File: src/rtl/param_syncfifo.sv
// Parameterised synchronous FIFO with registered count/flags and one-cycle error pulses.
// Defining SYNCFIFO_FWFT_EN selects first-word-fall-through output; otherwise out is registered on each pop.
module param_syncfifo #(
    parameter int DATA_WIDTH      = 8,
    parameter int DEPTH           = 16,
    parameter int ALMOST_FULL_TH  = DEPTH - 2,
    parameter int ALMOST_EMPTY_TH = 2
) (
    input  logic                     clk,
    input  logic                     reset,
    input  logic                     write_en,
    input  logic                     read_en,
    input  logic [DATA_WIDTH-1:0]    data_in,
    output logic [DATA_WIDTH-1:0]    out,
    output logic                     mem_full,
    output logic                     mem_empty,
    output logic                     almost_full,
    output logic                     almost_empty,
    output logic [$clog2(DEPTH):0]   count,
    output logic                     wr_err,
    output logic                     rd_err
);

    localparam int PW = $clog2(DEPTH);
    localparam int CW = PW + 1;
    localparam logic [CW-1:0] DEPTH_C = CW'(DEPTH);
    localparam logic [CW-1:0] AF_TH_C = CW'(ALMOST_FULL_TH);
    localparam logic [CW-1:0] AE_TH_C = CW'(ALMOST_EMPTY_TH);

    logic [DATA_WIDTH-1:0] mem_q [DEPTH];

    logic [PW-1:0] wr_ptr_q, wr_ptr_d;
    logic [PW-1:0] rd_ptr_q, rd_ptr_d;
    logic [CW-1:0] count_q, count_d;
    logic          full_q, full_d;
    logic          empty_q, empty_d;
    logic          afull_q, afull_d;
    logic          aempty_q, aempty_d;
    logic          wr_err_q, wr_err_d;
    logic          rd_err_q, rd_err_d;
    logic          rd_acc, wr_acc;

    // A write into a full FIFO is still legal when the head is popped in the same cycle.
    always_comb begin
        rd_acc = read_en && !empty_q;
        wr_acc = write_en && (!full_q || rd_acc);
    end

    always_comb begin
        wr_ptr_d = wr_ptr_q;
        rd_ptr_d = rd_ptr_q;
        count_d  = count_q;
        if (wr_acc) begin
            wr_ptr_d = wr_ptr_q + PW'(1);
        end
        if (rd_acc) begin
            rd_ptr_d = rd_ptr_q + PW'(1);
        end
        case ({wr_acc, rd_acc})
            2'b10:   count_d = count_q + CW'(1);
            2'b01:   count_d = count_q - CW'(1);
            default: count_d = count_q;
        endcase
    end

    // Flags are derived from the next count so they land together with it.
    always_comb begin
        full_d   = (count_d == DEPTH_C);
        empty_d  = (count_d == '0);
        afull_d  = (count_d >= AF_TH_C);
        aempty_d = (count_d <= AE_TH_C);
        wr_err_d = write_en && !wr_acc;
        rd_err_d = read_en && !rd_acc;
    end

    always_ff @(posedge clk) begin
        if (reset) begin
            wr_ptr_q <= '0;
            rd_ptr_q <= '0;
            count_q  <= '0;
            full_q   <= 1'b0;
            empty_q  <= 1'b1;
            afull_q  <= 1'b0;
            aempty_q <= 1'b1;
            wr_err_q <= 1'b0;
            rd_err_q <= 1'b0;
        end else begin
            wr_ptr_q <= wr_ptr_d;
            rd_ptr_q <= rd_ptr_d;
            count_q  <= count_d;
            full_q   <= full_d;
            empty_q  <= empty_d;
            afull_q  <= afull_d;
            aempty_q <= aempty_d;
            wr_err_q <= wr_err_d;
            rd_err_q <= rd_err_d;
        end
    end

    always_ff @(posedge clk) begin
        if (!reset && wr_acc) begin
            mem_q[wr_ptr_q] <= data_in;
        end
    end

`ifdef SYNCFIFO_FWFT_EN
    // Head word is visible as soon as it is stored; zero while empty so reset shows out=0.
    assign out = empty_q ? '0 : mem_q[rd_ptr_q];
`else
    logic [DATA_WIDTH-1:0] out_q, out_d;

    always_comb begin
        out_d = out_q;
        if (rd_acc) begin
            out_d = mem_q[rd_ptr_q];
        end
    end

    always_ff @(posedge clk) begin
        if (reset) begin
            out_q <= '0;
        end else begin
            out_q <= out_d;
        end
    end

    assign out = out_q;
`endif

    assign mem_full     = full_q;
    assign mem_empty    = empty_q;
    assign almost_full  = afull_q;
    assign almost_empty = aempty_q;
    assign count        = count_q;
    assign wr_err       = wr_err_q;
    assign rd_err       = rd_err_q;

endmodule
File: config.mk
export PLATFORM = sky130hd
export DESIGN_NAME = param_syncfifo
export DESIGN_NICKNAME = d
export VERILOG_FILES = /design/src/rtl/param_syncfifo.sv
export SDC_FILE = /design/constraint.sdc
export NUM_CORES = 1
export LEC_CHECK = 0
export ABC_CLOCK_PERIOD_IN_PS = 2950
export CORE_MARGIN = 4
export CORE_UTILIZATION = 53
export CTS_CLUSTER_DIAMETER = 80
export DETAILED_ROUTE_END_ITERATION = 8
export GPL_ROUTABILITY_DRIVEN = 0
export PLACE_DENSITY = 0.86
export REMOVE_ABC_BUFFERS = 1
export SLEW_MARGIN = 40
export SYNTH_ARGS = -nofsm -noshare
export SYNTH_HDL_FRONTEND = slang
export SYNTH_SLANG_ARGS = --single-unit
File: constraint.sdc
create_clock -name clk -period 2.95 [get_ports clk]
set_clock_uncertainty 0.15 [all_clocks]
set_input_delay 0.295 -clock clk [delete_from_list [all_inputs] [get_ports clk]]
set_output_delay 0.295 -clock clk [all_outputs]
set_load 0.005 [all_outputs]
# Word-level counts from Yosys, hierarchy flattened
# Memory sizes are Yosys's and may differ from the RTL's. A register that Yosys moved wholly into a read port is not among the register bits.
# Index checks and enable logic that the tools add are counted.
dict set report totals {
  mem_bits_rw 128
  output_inout_bits 19
  input_bits 12
  mem_count 1
  register_bits 19
  elab_cells 34
}
# name depth word_bits read_ports rd_clocked_by_memory_dff wr line
set memory_table {}
lappend memory_table {mem_q 16 8 1 1 1 30} ;# logic [DATA_WIDTH-1:0] mem_q [DEPTH];
dict set report classes {
  magnitude_cmp 2
  n_eq_ne 3
  add_sub_neg 4
  n_reduce_logical 12
  muxes 3
}
# operator count
set op_table {}
lappend op_table {{one-hot mux 5 bit (2 select lines)} 1}
lappend op_table {{adder 4 x 1 -> 4 bit (second input constant)} 2}
lappend op_table {{adder 5 x 1 -> 5 bit (second input constant)} 1}
lappend op_table {{== test 5 bit (second input constant)} 1}
lappend op_table {{greater-or-equal comparator 5 x 4 -> 1 bit (second input constant)} 1}
lappend op_table {{less-or-equal comparator 5 x 2 -> 1 bit (second input constant)} 1}
lappend op_table {{logical AND 1 bit} 5}
lappend op_table {{logical NOT 1 bit} 5}
lappend op_table {{logical NOT 5 bit} 1}
lappend op_table {{subtractor 5 x 1 -> 5 bit (second input constant)} 1}
lappend op_table {{== test 2 x 1 -> 1 bit (second input constant)} 1}
lappend op_table {{== test 2 bit (second input constant)} 1}
lappend op_table {{2-to-1 mux 1 bit} 2}
lappend op_table {{logical OR 1 bit} 1}

# Longest topological paths before layout
dict set report depth {
  depth_word 7
  mapped_depth 12
}

# Worst setup path after synthesis
# OpenSTA, ideal clock, no wires.
dict set report synth_path {
  kind {register to register}
  startpoint {reg empty_q, in the netlist mem_empty}
  endpoint {reg full_q, in the netlist mem_full}
  setup_time_ps 117
  t_arrival_ps 2638
  path_stages_with_launch 13
  synth_period_minus_slack_ps 2905
  slack_ps 45
  path_cell_list {dfxtp_1 > nand2b_1 > clkbuf_1 > inv_1 > ha_1 > buf_2 > xor2_1 > ha_1 > a21o_1 > and2_1 > o2111ai_1 > xor2_1 > and4bb_1}
}
dict set report synth_via {
  elab_chain_cells 7
}
# element line
set synth_rtl {}
lappend synth_rtl {{start, declared} 36} ;# logic empty_q, empty_d;
lappend synth_rtl {{start signal, assigned} 92} ;# empty_q <= empty_d;
lappend synth_rtl {{logical NOT 1 bit *} 45} ;# rd_acc = read_en && !empty_q;
lappend synth_rtl {{logical AND 1 bit *} 45}
lappend synth_rtl {{via rd_acc} 41} ;# logic rd_acc, wr_acc;
lappend synth_rtl {{logical OR 1 bit} 46} ;# wr_acc = write_en && (!full_q || rd_acc);
lappend synth_rtl {{logical AND 1 bit} 46}
lappend synth_rtl {{== test 2 x 1 -> 1 bit / == test 2 bit (equally long branches)} 59} ;# case ({wr_acc, rd_acc})
lappend synth_rtl {{one-hot mux 5 bit (2 select lines) *} 59}
lappend synth_rtl {{== test 5 bit *} 68} ;# full_d = (count_d == DEPTH_C);
lappend synth_rtl {{end signal, assigned} 91} ;# full_q <= full_d;
lappend synth_rtl {{end, declared} 35} ;# logic full_q, full_d;
# The timed path passes the listed nets; every way through them passes the cells marked *.
# A chain may end at the register's enable or synchronous reset.

# Worst setup path after layout
dict set report layout_path {
  startpoint {reg empty_q, in the netlist mem_empty}
  endpoint {reg aempty_q, in the netlist almost_empty}
}
dict set report layout_via {
  elab_chain_cells 7
}
# element line
set layout_rtl {}
lappend layout_rtl {{logical NOT 1 bit *} 45}
lappend layout_rtl {{logical AND 1 bit *} 45}
lappend layout_rtl {{logical OR 1 bit} 46}
lappend layout_rtl {{logical AND 1 bit} 46}
lappend layout_rtl {{== test 2 x 1 -> 1 bit / == test 2 bit (equally long branches)} 59}
lappend layout_rtl {{one-hot mux 5 bit (2 select lines) *} 59}
lappend layout_rtl {{less-or-equal comparator 5 x 2 -> 1 bit *} 71} ;# aempty_d = (count_d <= AE_TH_C);
lappend layout_rtl {{end signal, assigned} 94} ;# aempty_q <= aempty_d;
lappend layout_rtl {{end, declared} 38} ;# logic aempty_q, aempty_d;
# Every way passes the cells marked *; elsewhere a longest branch is shown, timed or not.

==> metrics.txt <==
Power Dens Cells=753 nW/µm²; final slew viol count=0; CP arrival=2.97 ns; fillers=675; Layout Utilization=66.3%; CP Capture Type=flop; post-route ant nets=0; Routed WL=13.2 mm; flops & latches, synth=155; P_leak=2.47 nW; Synthesis Warnings=0; die footprint=13,300 µm²; # resized after CTS=0; Vias=3,533; largest area contributor in the netlist=edfxtp_1; CTS tree=built; relative slew slack=45.9%; Hold Crit Class=input pin to flop; initial core utilization=55.2%; setup violators final=0; Die Wd=115 µm; DRC=0; Total GRT Usage=21.8%; Congestion Overflow GR=0; Non-Filler Instances=570; Clk Latency, worst-skew pair=0.41 ns; H-tree level count=4; Post-Place Cells=538; worst-path fanout max=3; clock edge transition at the registers on the reported setup and hold paths=0.06 ns; Top FF cell, synth=edfxtp_1; Avg Cell Area, Syn=16.9 µm²; Initial DRC Count=396; global-route wire length before repair=21.0 mm; Avg Vias per Cell=6.20; setup bufs post-CTS=0; hpwl dp=7.71 mm; asr flop ratio synth=0%; PortBufs=30; post-synth design cell area=6110 µm²; main area contributors after synthesis=edfxtp_1 (63%), mux4_2 (12%), dfxtp_1 (8.8%); share of cells above drive strength 1=21.6%; total CTS buffers=17; Cell Rows=38; CTS Hold Bufs=0; largest net degree at the start of global routing=36; Final period util=93.8%; Die H=115 µm; sequential area share after synthesis=71.8%; fin nets=437; WS Path Type=flop to flop; initial antenna violation count=0; Clock Root Buffer=clkbuf_16; Peak supply drop=590 µV; Hold Fails Final Rpt=0; Post-synth top cells=edfxtp_1 (128), nor2_1 (37), mux4_2 (32), dfxtp_1 (27), a21oi_1 (20); clock sink count=155; drt pass-1 iters=5; RSZ-0062 raised after global routing=no; Post-synth EDFFs=128; crit path launch type=flop; DR WL/cell=23.1 µm; worst slew pin tran=0.810 ns; WP data required=3.16 ns; vias in the first global route=3,729; Final Critical Period=2.77 ns; # IOs=31; outcome=complete, no violations; n_diodes=0; Syn Inst Count=361; Fmax achieved=0.361 GHz; Max Root-Sink Buffers=2; Yosys cell types=39; CORE AREA=11,100 µm²; area grow syn2layout=20.1%; top-count cell post-synth=edfxtp_1; share of the synthesized area in the top cell type=62.9%; max-cap violations=0
layout make-up:
| class | instances | area [µm²] | share of cell area (%) |
|---|---|---|---|
| sequential | 155 | 4390 | 59.8 |
| multi-input combinational | 179 | 1610 | 21.9 |
| timing repair buffer | 59 | 531 | 7.23 |
| clock buffer | 17 | 425 | 5.80 |
| clock inverter | 15 | 195 | 2.66 |
| tap | 140 | 175 | 2.39 |
| inverter | 5 | 18.8 | 0.256 |
critical path, cell delays in order, from the launching register on:
cell and delay (ns):
dfxtp_1 0.33, nand2b_1 0.18, nand2_1 0.11, nand2_1 0.08
ha_1 0.21, xor2_1 0.16, ha_1 0.23, a21o_1 0.20
and2_1 0.19, o2111ai_1 0.23, xor2_1 0.29, buf_4 0.18
a41o_1 0.17
flip-flops by register name (all words and copies together) (netlist names):
name	flops
mem_q	128
mem_empty	1
rd_err	1
mem_full	1
count	5
out	8
wr_err	1
wr_ptr_q	4
almost_full	1
almost_empty	1
rd_ptr_q	4
report_power, final:
part           switching [W]  internal [W]  total (W)  leakage, nW
clock               0.000839       0.00141    0.00225        0.297
combinational       0.000351      0.000394   0.000745        0.800
sequential         0.0000846       0.00244    0.00253         1.37
metrics by stage:
step / cell area, µm² / setup TNS, ns / power [W] / hold WS, ns / worst slack [ns]
floorplan: 6010 / -0.220 / 0.00299 / 0.214 / -0.115
global placement: 6720 / 0 / 0.00326 / 0.319 / 0.0468
detailed placement: 6720 / -0.439 / 0.00329 / 0.323 / -0.121
CTS: 7340 / 0 / 0.00555 / 0.297 / 0.202
global route: 7340 / 0 / 0.00572 / 0.326 / 0.0253
finish: 7340 / 0 / 0.00552 / 0.311 / 0.183
cell usage in the layout, fill, tap and decap left out, types with 2 or more instances in the layout:
master / Yosys / layout
nor3_1: 5 / 5
clkinvlp_4: 0 / 2
xor2_1: 6 / 6
xnor2_1: 3 / 3
clkinv_1: 0 / 3
nand4_1: 2 / 2
inv_6: 0 / 3
mux4_2: 32 / 32
edfxtp_1: 128 / 128
buf_4: 2 / 28
nand2b_1: 4 / 4
a21oi_1: 20 / 20
nand3_1: 3 / 3
nor2b_1: 2 / 2
mux2i_1: 2 / 2
inv_1: 5 / 5
clkinv_4: 0 / 2
clkdlybuf4s50_1: 0 / 30
nand2_1: 17 / 17
and2_1: 2 / 2
nor2_1: 37 / 37
a21o_1: 2 / 2
dfxtp_1: 27 / 26
clkbuf_16: 0 / 17
o21ai_0: 2 / 2
a22oi_1: 17 / 17
a211o_1: 2 / 2
ha_1: 8 / 8
bufinv_16: 0 / 4
final timing paths:
check,to,start,slack (ns),cells after the start
worst max register to register,almost_empty$_SDFF_PP1_,mem_empty$_SDFF_PP1_,0.18,12
worst max-delay path,almost_empty$_SDFF_PP1_,mem_empty$_SDFF_PP1_,0.18,12
worst min register to register,out[4]$_SDFFE_PP0P_,out[4]$_SDFFE_PP0P_,0.34,2
worst min-delay path,rd_err$_SDFF_PP0_,read_en,0.31,3
cell families after synthesis:
logic type,after synthesis,share of synthesized area [%]
buffers and inverters,27,1.90
AOI/OAI and AO/OA,50,5.39
adders and majority gates,8,1.64
muxes,35,12.3
and+or+nand+nor,77,5.71
DFF,155,71.8
xor gates and xnor gates,9,1.29
routing by layer:
metal / global-route usage, % / share of wire, %
met1: 27.4 / 39
met4: 7.90 / 2.5
met2: 36.6 / 52
met3: 5.79 / 6.6
met5: 0 / 0
Power figures use the tool's default switching activity.
